[config.mk]
export PLATFORM = sky130hd
export DESIGN_NAME = gait_sequencer
export DESIGN_NICKNAME = d
export VERILOG_FILES = /design/src/rtl/gait_sequencer.sv
export SDC_FILE = /design/constraint.sdc
export NUM_CORES = 1
export LEC_CHECK = 0
export ABC_AREA = 1
export BUFFER_PORTS_ARGS = -buffer_cell sky130_fd_sc_hd__buf_4
export CAP_MARGIN = 20
export CORE_MARGIN = 10
export CORE_UTILIZATION = 54
export CTS_CLUSTER_DIAMETER = 60
export CTS_CLUSTER_SIZE = 28
export DETAILED_ROUTE_END_ITERATION = 6
export PLACE_DENSITY = 0.76
export SETUP_SLACK_MARGIN = 0.2
export SLEW_MARGIN = 30
export SYNTH_ARGS = -nofsm -noshare
export SYNTH_HDL_FRONTEND = slang
export SYNTH_SLANG_ARGS = --single-unit
[constraint.sdc]
create_clock -name clk -period 2.9 [get_ports clk]
set_clock_uncertainty 0.2 [all_clocks]
set_input_delay 0.29 -clock clk [delete_from_list [all_inputs] [get_ports clk]]
set_output_delay 0.29 -clock clk [all_outputs]
set_load 0.02 [all_outputs]
[src/rtl/gait_sequencer.sv]
// rtl/gait_sequencer.sv - programmable-period step divider driving a 4-phase wave gait onto the leg enables
module gait_sequencer #(
  parameter int DIV_W = 24,
  parameter int CYC_W = 8
) (
  input  logic             clk,
  input  logic             rst,
  input  logic             start,
  input  logic             stop,
  input  logic             dir,
  input  logic [DIV_W-1:0] period,
  input  logic [CYC_W-1:0] cycles,
  output logic             busy,
  output logic             step_tick,
  output logic [1:0]       phase,
  output logic [3:0]       legs,
  output logic             done
);

  typedef enum logic {IDLE = 1'b0, RUN = 1'b1} state_t;

  state_t           state_q, state_d;
  logic [DIV_W-1:0] period_q, step_cnt;
  logic [CYC_W-1:0] cycles_q, cyc_cnt;
  logic             dir_q, stop_pend;
  logic             boundary, terminal, finish;
  logic [1:0]       next_phase, phase_d;
  logic [3:0]       legs_d;
  logic             busy_d, tick_d, done_d;

  function automatic logic [3:0] pattern(input logic [1:0] ph);
    case (ph)
      2'd0:    pattern = 4'b1001;
      2'd1:    pattern = 4'b1100;
      2'd2:    pattern = 4'b0110;
      default: pattern = 4'b0011;
    endcase
  endfunction

  // A run can only end on the boundary that wraps the gait back to phase 0.
  always_comb begin
    boundary   = (state_q == RUN) && (step_cnt == period_q - DIV_W'(1));
    next_phase = dir_q ? phase + 2'd1 : phase - 2'd1;
    terminal   = boundary && (next_phase == 2'd0);
    finish     = terminal && (stop_pend || stop ||
                 ((cycles_q != '0) && (cyc_cnt + CYC_W'(1) == cycles_q)));
    state_d    = state_q;
    case (state_q)
      IDLE:    if (start) state_d = RUN;
      RUN:     if (finish) state_d = IDLE;
      default: state_d = IDLE;
    endcase
  end

  always_comb begin
    busy_d  = (state_d == RUN);
    phase_d = phase;
    if (state_d == IDLE || state_q == IDLE)
      phase_d = 2'd0;
    else if (boundary)
      phase_d = next_phase;
    legs_d  = busy_d ? pattern(phase_d) : 4'b0000;
    tick_d  = (state_q == RUN) && (state_d == RUN) && boundary;
    done_d  = (state_q == RUN) && (state_d == IDLE);
  end

  always_ff @(posedge clk) begin
    if (rst) begin
      state_q   <= IDLE;
      busy      <= 1'b0;
      step_tick <= 1'b0;
      phase     <= 2'd0;
      legs      <= 4'b0000;
      done      <= 1'b0;
    end else begin
      state_q   <= state_d;
      busy      <= busy_d;
      step_tick <= tick_d;
      phase     <= phase_d;
      legs      <= legs_d;
      done      <= done_d;
    end
  end

  // Run configuration is frozen at start; period below 2 cannot form a step.
  always_ff @(posedge clk) begin
    if (rst) begin
      period_q  <= '0;
      cycles_q  <= '0;
      dir_q     <= 1'b0;
      step_cnt  <= '0;
      cyc_cnt   <= '0;
      stop_pend <= 1'b0;
    end else if (state_q == IDLE) begin
      if (start) begin
        period_q  <= (period < DIV_W'(2)) ? DIV_W'(2) : period;
        cycles_q  <= cycles;
        dir_q     <= dir;
        step_cnt  <= '0;
        cyc_cnt   <= '0;
        stop_pend <= 1'b0;
      end
    end else begin
      step_cnt  <= boundary ? '0 : step_cnt + DIV_W'(1);
      stop_pend <= stop_pend | stop;
      if (terminal && !finish)
        cyc_cnt <= cyc_cnt + CYC_W'(1);
    end
  end

endmodule

==> results of run 1 <==
==> worst min-delay path by stage <==
stage / startpoint / to
global placement: stop_pend / stop_pend
detailed placement: stop_pend / stop_pend
floorplan: period[16] / period_q[16]
finish: cycles[6] / cycles_q[6]
CTS: period[15] / period_q[15]
global route: period[13] / period_q[13]
==> worst max-delay path, delay by kind of cell, from the launching register on <==
family,cells,cell delay [ps]
adders and majority gates,1,170
AOI/OAI and AO/OA,1,110
and+or+nand+nor,16,1630
buffers and inverters,2,160
DFF,1,480
==> layer usage <==
layer  GRT usage (%)  vias to the layer above  routed length (um)
met5               0                        -                   0
met4           8.206                        0                 446
met3           3.412                       34                 902
met2           37.57                      180                7264
met1           23.39                     2365                5608
li1                -                     2546                   -
==> final cells by class <==
cell class,instances,area [um^2]
Inverter,104,395.4
Clock buffer,11,141.4
Tap cell,108,135.1
Multi-Input combinational cell,534,3052
Fill cell,685,2516
Sequential cell,75,1514
Timing Repair Buffer,100,844.6
Clock inverter,5,37.54
==> cells in the mapped netlist, types with 2 or more instances <==
library cell	instances
sky130_fd_sc_hd__ha_1	8
sky130_fd_sc_hd__dfxtp_1	75
sky130_fd_sc_hd__nand2_4	2
sky130_fd_sc_hd__nand4_1	24
sky130_fd_sc_hd__nor3_1	7
sky130_fd_sc_hd__nand4_2	2
sky130_fd_sc_hd__o21bai_1	3
sky130_fd_sc_hd__xor2_1	27
sky130_fd_sc_hd__o21ai_0	45
sky130_fd_sc_hd__clkbuf_1	11
sky130_fd_sc_hd__nand2_2	4
sky130_fd_sc_hd__or2_2	3
sky130_fd_sc_hd__nor2_4	2
sky130_fd_sc_hd__nand3_1	52
sky130_fd_sc_hd__inv_2	2
sky130_fd_sc_hd__nand3_2	3
sky130_fd_sc_hd__a21oi_1	35
sky130_fd_sc_hd__nor4_1	4
sky130_fd_sc_hd__nor2_1	87
sky130_fd_sc_hd__xnor2_1	8
sky130_fd_sc_hd__inv_1	101
sky130_fd_sc_hd__a211oi_1	3
sky130_fd_sc_hd__nand2_1	170
sky130_fd_sc_hd__o21ai_2	2
sky130_fd_sc_hd__buf_1	3
sky130_fd_sc_hd__o21ai_1	2
sky130_fd_sc_hd__nand3b_1	7
sky130_fd_sc_hd__nor2_2	6
sky130_fd_sc_hd__o22ai_1	17
==> power groups by stage <==
stage                     Sequential (mW)  Combinational (mW)  Clock, mW
after floorplan                      1.13               0.356          0
after global placement               1.14               0.492          0
after detailed placement             1.14               0.501          0
after CTS                            1.12               0.567      0.766
after global routing                 1.13               0.690      0.805
final                                1.12               0.629      0.754
==> registers in the layout (all words and copies together), names as in the netlist, 2 cells and up <==
| signal | flops |
|---|---|
| cyc_cnt | 8 |
| legs | 4 |
| step_cnt | 24 |
| cycles_q | 8 |
| period_q | 24 |
| phase | 2 |
==> cells by family (layout without fill, tap and decap cells) <==
logic type	after synthesis	after routing	synth area share, %
and+or+nand+nor	379	380	36.84
buffers and inverters	120	220	9.691
AOI/OAI and AO/OA	110	110	12.73
DFF	75	75	31.69
xor gates and xnor gates	36	36	6.945
adders and majority gates	8	8	2.113
==> timing repair <==
item,CTS,global route
setup endpoints to repair,4,39
hold buffers,19,0
cloned,1,1
endpoints found under the hold margin,19,0
pin swaps,23,24
buffers inserted,9,15
gates resized for setup,43,48
==> tab_implementation.tex, run 1 <==
\begin{tabular}{lr}
\hline
Metric & Value \\
\hline
\multicolumn{2}{l}{\textbf{Critical path}} \\
\quad Largest incremental delay on the critical path & around 480 ps \\
\quad Kind of start point of the critical path & flip-flop \\
\quad Startpoint-to-endpoint class of the critical path & reg -> reg \\
\quad Required time at the endpoint of the critical path & 2960 ps \\
\quad Library cell contributing the largest single delay on the critical path & sky130\_fd\_sc\_hd\_\_dfxtp\_1 \\
\quad Critical Path End Type & flip-flop \\
\quad Setup slack of the worst register-to-register path & about 60 ps \\
\quad R2R depth & 20 \\
\quad Worst path arrival time & 2900 ps \\
\quad Maximum fanout encountered on the critical timing path & 6 \\
\quad Worst flop-to-flop path startpoint & period\_q[4] \\
\quad Sequence of cells on the critical path & inv\_1, nand2\_1, nor2\_1, nand2\_1, nand2\_1, nand3\_1, nand2\_1, nor2\_1, nand2\_1, nor2\_1, nand2\_2, nor2\_4, nand2\_2, nand2\_2, nand2\_2, nor2\_4, inv\_2, ha\_2, o21bai\_1, nor2\_1 \\
\quad Cell with the most instances on the worst path & sky130\_fd\_sc\_hd\_\_nand2\_1 \\
\quad Crit. Startpoint & period\_q[4] \\
\quad Capture point of the worst path & legs[3] \\
\quad Endpoint of the most critical register-to-register path & legs[3] \\
\multicolumn{2}{l}{\textbf{Worst hold path}} \\
\quad Hold Path Cell Cnt & 3 \\
\quad Hold Crit Class & in -> reg \\
\multicolumn{2}{l}{\textbf{Yosys}} \\
\quad Synth Warn \# & 0 \\
\quad Count of cell types in the netlist & 42 \\
\quad Area fraction of the dominant cell type after synthesis & between 30\% and 40\% \\
\quad Mean instance size in the synthesized netlist & 6.509 um\^{}2 \\
\quad Sequential fraction of the synthesis area & 31.69\% \\
\quad Post-Syn Area & roughly 0.0047 mm\^{}2 \\
\quad Count of flip-flops with a built-in enable after synthesis & 0 \\
\quad Most area-hungry cell type in the Yosys netlist & sky130\_fd\_sc\_hd\_\_dfxtp\_1 \\
\quad Share of flip-flops with an asynchronous set or reset after synthesis & 0\% \\
\quad Top FF cell, synth & sky130\_fd\_sc\_hd\_\_dfxtp\_1 \\
\quad Net count after synthesis & just under 800 \\
\quad Flip-flop and latch count after synthesis & 75 \\
\quad Main area contributors after synthesis & sky130\_fd\_sc\_hd\_\_dfxtp\_1 32\%, sky130\_fd\_sc\_hd\_\_nand2\_1 13\%, sky130\_fd\_sc\_hd\_\_inv\_1 8.0\% \\
\quad Count of mapped cells out of synthesis & approximately 730 \\
\multicolumn{2}{l}{\textbf{Clock network}} \\
\quad TritonCTS clock tree & built \\
\quad H-tree depth & 3 \\
\quad Clock edge transition at the registers on the reported setup and hold paths & roughly 80 ps \\
\quad CTS buffer count & 9 \\
\quad Clock buffer depth & 2 \\
\quad Clock latency at the later pin of the worst-skew pair & 360 ps \\
\quad CTS root buf & sky130\_fd\_sc\_hd\_\_clkbuf\_8 \\
\quad Number of sinks handled by clock tree synthesis & 75 \\
\multicolumn{2}{l}{\textbf{GRT}} \\
\quad Via count of the first global-routing pass & slightly below 5000 \\
\quad Maximum number of pins on one net before global-route repair & 37 \\
\quad First-pass GRT wire length & 22.38 mm \\
\quad Antenna violations before repair & 0 \\
\quad Total global routing track utilization & 20.68\% \\
\quad Overflow left after global routing & 0 \\
\multicolumn{2}{l}{\textbf{Floorplan}} \\
\quad Height of the chip & roughly 110 um \\
\quad Core area & around 0.0086 mm\^{}2 \\
\quad Die outline area & roughly 0.013 mm\^{}2 \\
\quad Initial core utilization & between 50 and 60\% \\
\quad Horizontal die dimension & 113.7 um \\
\quad Num ports & between 40 and 50 \\
\quad Std-Cell Rows & 34 \\
\multicolumn{2}{l}{\textbf{Final layout}} \\
\quad Post-route cell area & approximately 0.006 mm\^{}2 \\
\quad Final non-filler cell total & approximately 940 \\
\quad Area Growth Syn to Fin & 29.15\% \\
\quad Total Nets Final & between 800 and 900 \\
\quad Final cell utilization of the core & between 70\% and 80\% \\
\quad Proportion of layout cells with a drive suffix above 1 & 23.04\% \\
\quad Most used cells in the layout excluding fill and tap cells & 155 x sky130\_fd\_sc\_hd\_\_nand2\_1, 93 x sky130\_fd\_sc\_hd\_\_inv\_1, 77 x sky130\_fd\_sc\_hd\_\_buf\_4 \\
\quad Diode insertion count for antenna repair & 0 \\
\quad Most frequent standard cell in the layout excluding fill and tap cells & sky130\_fd\_sc\_hd\_\_nand2\_1 \\
\multicolumn{2}{l}{\textbf{STA}} \\
\quad Transition at the pin with the smallest max-transition slack & between 700 and 800 ps \\
\quad Sum Neg Setup Slack & 0 ps \\
\quad Setup repair after global routing missed its margin & true \\
\quad Final hold violations & 0 \\
\quad Final-report setup violation count & 0 \\
\quad Tightest slew margin relative to the limit & 47.26\% \\
\quad Least setup slack across all paths after layout & slightly below 60 ps \\
\quad Worst hold-check slack & 4.465 ps \\
\quad Final count of pins violating max slew & 0 \\
\quad Top achievable clock speed & about 0.35 GHz \\
\quad Final worst path period need & $\sim$2800 ps \\
\quad Final clock period utilization by the worst path & about 100\% \\
\multicolumn{2}{l}{\textbf{Detailed routing}} \\
\quad Initial detailed-routing violation count & 375 \\
\quad Mean routed wirelength per cell & roughly 15 um \\
\quad Count of antenna-violating nets left after detailed routing & 0 \\
\quad Final WL & roughly 14 mm \\
\quad Via total after detailed routing & between 5000 and 6000 \\
\quad Routed vias/inst & 5.470 \\
\quad DRC violation count after routing & 0 \\
\quad Number of optimization iterations in the first detailed-route pass & 5 \\
\multicolumn{2}{l}{\textbf{Placement}} \\
\quad Cell Count Post-Placement & $\sim$880 \\
\quad Routability congestion estimate from global placement & a little over 1 \\
\quad Estimated wirelength of the detail-placed design & roughly 10 mm \\
\quad Minimum setup slack after placement & -20.68 ps \\
\quad Post-DP Area & between 0.005 and 0.006 mm\^{}2 \\
\quad Number of I/O port buffers & 45 \\
\multicolumn{2}{l}{\textbf{Power and ir drop}} \\
\quad Clock share of power & a little under a third \\
\quad Net Sw Frac & 33.69\% \\
\quad Maximum vdd ir drop & about 0.31 mV \\
\quad Power per unit of standard cell area & roughly 410 mW/mm\^{}2 \\
\quad Internal power consumption & $\sim$1.7 mW \\
\quad Final Power & $\sim$2.5 mW \\
\quad Relative contribution of sequential cells to total power & between 40\% and 50\% \\
\quad Combinational Power Share & 25.1\% \\
\quad Leakage Power & 2.738 nW \\
\quad Sw Pwr & about 0.84 mW \\
\multicolumn{2}{l}{\textbf{Job}} \\
\quad Max-capacitance violation count & 0 \\
\multicolumn{2}{l}{\textbf{Status}} \\
\quad Status & completed \\
\hline
\end{tabular}
No activity file was read; power rests on OpenSTA's default activity.
==> run 2, diff against run 1 <==
--- a/config.mk
+++ b/config.mk
@@ -9,11 +9,11 @@
 export BUFFER_PORTS_ARGS = -buffer_cell sky130_fd_sc_hd__buf_4
 export CAP_MARGIN = 20
 export CORE_MARGIN = 10
-export CORE_UTILIZATION = 54
+export CORE_UTILIZATION = 35
 export CTS_CLUSTER_DIAMETER = 60
 export CTS_CLUSTER_SIZE = 28
 export DETAILED_ROUTE_END_ITERATION = 6
-export PLACE_DENSITY = 0.76
+export PLACE_DENSITY = 0.53
 export SETUP_SLACK_MARGIN = 0.2
 export SLEW_MARGIN = 30
 export SYNTH_ARGS = -nofsm -noshare
==> run 2 against run 1 <==
  * Core utilization down 23 points
  * Flip-flop and latch count did not move
  * Critical path depth increased by 2
  * Sequential power is essentially flat
  * Critical path type unchanged
==> tab_implementation.tex, run 2 (synthesis results as in run 1) <==
\begin{tabular}{lr}
\hline
Metric & Value \\
\hline
\multicolumn{2}{l}{\textbf{Detailed routing}} \\
\quad Final WL & 14.28 mm \\
\quad Number of optimization iterations in the first detailed-route pass & 5 \\
\quad Mean routed wirelength per cell & approximately 14 um \\
\quad Count of antenna-violating nets left after detailed routing & 0 \\
\quad Via total after detailed routing & just under 5000 \\
\quad Routed vias/inst & between 4 and 5 \\
\quad DRC violation count after routing & 0 \\
\quad Initial detailed-routing violation count & 250 \\
\multicolumn{2}{l}{\textbf{Power and ir drop}} \\
\quad Maximum vdd ir drop & $\sim$0.25 mV \\
\quad Leakage Power & around 2.8 nW \\
\quad Power per unit of standard cell area & about 440 mW/mm\^{}2 \\
\multicolumn{2}{l}{\textbf{Final layout}} \\
\quad Most used cells in the layout excluding fill and tap cells & 155 x sky130\_fd\_sc\_hd\_\_nand2\_1, 96 x sky130\_fd\_sc\_hd\_\_inv\_1, 83 x sky130\_fd\_sc\_hd\_\_buf\_4 \\
\quad Most frequent standard cell in the layout excluding fill and tap cells & sky130\_fd\_sc\_hd\_\_nand2\_1 \\
\quad Area Growth Syn to Fin & 33.61\% \\
\quad Total Nets Final & 867 \\
\quad Final cell utilization of the core & 47.81\% \\
\quad Leading registers by flop count & period\_q x24, step\_cnt x24 \\
\quad Proportion of layout cells with a drive suffix above 1 & a little under a quarter \\
\quad Post-route cell area & approximately 0.0063 mm\^{}2 \\
\quad Diode insertion count for antenna repair & 0 \\
\multicolumn{2}{l}{\textbf{STA}} \\
\quad Final clock period utilization by the worst path & just under 100\% \\
\quad Tightest slew margin relative to the limit & between 30\% and 40\% \\
\quad Top achievable clock speed & between 0.3 and 0.4 GHz \\
\quad Setup repair after global routing missed its margin & true \\
\quad Transition at the pin with the smallest max-transition slack & 1012 ps \\
\quad Final-report setup violation count & 0 \\
\quad Final worst path period need & roughly 2800 ps \\
\quad Final hold violations & 0 \\
\quad Final count of pins violating max slew & 0 \\
\multicolumn{2}{l}{\textbf{Placement}} \\
\quad Estimated wirelength of the detail-placed design & $\sim$11 mm \\
\quad Number of I/O port buffers & between 40 and 50 \\
\quad Routability congestion estimate from global placement & roughly 0.85 \\
\quad Post-DP Area & $\sim$0.0054 mm\^{}2 \\
\multicolumn{2}{l}{\textbf{GRT}} \\
\quad Via count of the first global-routing pass & around 4800 \\
\quad Antenna violations before repair & 0 \\
\quad First-pass GRT wire length & between 20 and 25 mm \\
\quad Total global routing track utilization & between 10\% and 20\% \\
\quad Maximum number of pins on one net before global-route repair & 37 \\
\quad Overflow left after global routing & 0 \\
\multicolumn{2}{l}{\textbf{Clock network}} \\
\quad Clock latency at the later pin of the worst-skew pair & between 300 and 400 ps \\
\quad Clock edge transition at the registers on the reported setup and hold paths & 60 ps \\
\quad CTS root buf & sky130\_fd\_sc\_hd\_\_clkbuf\_16 \\
\quad CTS buffer count & 9 \\
\quad Number of sinks handled by clock tree synthesis & 75 \\
\quad H-tree depth & 3 \\
\quad TritonCTS clock tree & built \\
\quad Clock buffer depth & 2 \\
\multicolumn{2}{l}{\textbf{Floorplan}} \\
\quad Die outline area & $\sim$0.019 mm\^{}2 \\
\quad Num ports & between 40 and 50 \\
\quad Core area & 0.01324 mm\^{}2 \\
\quad Std-Cell Rows & 42 \\
\quad Height of the chip & $\sim$140 um \\
\quad Initial core utilization & 35.78\% \\
\quad Horizontal die dimension & roughly 140 um \\
\multicolumn{2}{l}{\textbf{Job}} \\
\quad Max-capacitance violation count & 0 \\
\multicolumn{2}{l}{\textbf{Status}} \\
\quad Status & completed \\
\multicolumn{2}{l}{\textbf{Critical path}} \\
\quad Maximum fanout encountered on the critical timing path & 6 \\
\quad Required time at the endpoint of the critical path & between 2000 and 3000 ps \\
\quad Critical Path End Type & flip-flop \\
\quad Startpoint-to-endpoint class of the critical path & reg -> reg \\
\quad Kind of start point of the critical path & flip-flop \\
\quad Worst path arrival time & $\sim$2900 ps \\
\multicolumn{2}{l}{\textbf{Worst hold path}} \\
\quad Hold Crit Class & in -> reg \\
\hline
\end{tabular}
## run 2: changes by cell type in the layout (fill, tap and decap cells not counted), sizes merged
| cell | before | now |
|---|---|---|
| inv | 104 | 103 |
| nor2 | 97 | 96 |
| clkinvlp | 2 | 1 |
| buf | 80 | 88 |
| dlygate4sd3 | 19 | 9 |
| clkbuf | 12 | 14 |
| clkinv | 3 | 4 |
## run 2: area by class of cell
cell class              instances  area [um^2]
repair buffers                 99        828.3
inverters                     104        392.9
clock buffers                  12        246.5
flip-flops and latches         75         1509
well taps                     176        220.2
clock inverters                 4        26.28
multi-input cells             533         3108
fillers                      1344         6912
## run 2: worst paths after layout
kind	startpoint	end	slack, ps	cells after the start
max	period_q[0]	legs[3]	80	22
min	dir	dir_q	4	3
min reg2reg	cycles_q[3]	cycles_q[3]	280	2
max reg2reg	period_q[0]	legs[3]	80	22
## run 2: power breakdown
| part | internal, mW | switching [mW] |
|---|---|---|
| sequential | 1.07 | 0.0451 |
| clock | 0.602 | 0.440 |
| combinational | 0.256 | 0.371 |
## run 2: critical path, cell delays in order, from the launching register on
cell                       delay, ps
sky130_fd_sc_hd__dfxtp_2         320
sky130_fd_sc_hd__inv_2            80
sky130_fd_sc_hd__ha_4            190
sky130_fd_sc_hd__inv_1            60
sky130_fd_sc_hd__nand2_1          70
sky130_fd_sc_hd__nand3_1          90
sky130_fd_sc_hd__nand2_2         100
sky130_fd_sc_hd__nand2_1          60
sky130_fd_sc_hd__nor2_1           90
sky130_fd_sc_hd__nand2_1          60
sky130_fd_sc_hd__nor2_1          100
sky130_fd_sc_hd__nand3_1         100
sky130_fd_sc_hd__nor2_2          140
sky130_fd_sc_hd__nand2_2         100
sky130_fd_sc_hd__nor2_4          110
sky130_fd_sc_hd__nand2_2          80
sky130_fd_sc_hd__nand2_2          70
sky130_fd_sc_hd__nand2_2          70
sky130_fd_sc_hd__nor2_4          190
sky130_fd_sc_hd__inv_2            80
sky130_fd_sc_hd__ha_4            150
sky130_fd_sc_hd__o21bai_1        120
sky130_fd_sc_hd__nor2_1           60
## run 2: metal layers
| metal | GRT usage, % | vias up | share of wire, % |
|---|---|---|---|
| li1 | - | 2543 | - |
| met1 | 17.38 | 2287 | 44 |
| met2 | 26.86 | 98 | 50 |
| met3 | 2.915 | 19 | 3.6 |
| met4 | 5.385 | 0 | 2.4 |
| met5 | 0 | - | 0 |
## run 2: what timing repair did
| item | in CTS | in global routing |
|---|---|---|
| resized for setup | 39 | 52 |
| gates cloned | 0 | 2 |
| setup buffers | 21 | 6 |
| endpoints found under the setup margin | 4 | 39 |
| hold buffers | 9 | 0 |
| endpoints found under the hold margin | 9 | 0 |
| pin swaps | 27 | 29 |
## run 2: through the flow
stage | hold WS [ps] | setup TNS, ps | std cells | worst slack [ps] | total power [mW]
6_report | 4.417 | 0 | 1003 | 82.15 | 2.786
4_1_cts | 3.432 | 0 | 995 | 122.2 | 2.758
2_1_floorplan | 228.7 | 0 | 728 | 211.5 | 1.483
3_3_place_gp | 257.6 | -47.67 | 949 | -42.44 | 1.648
3_5_place_dp | 267.2 | -172.6 | 949 | -97.61 | 1.652
5_1_grt | 16.79 | -298.0 | 1003 | -143.4 | 2.927
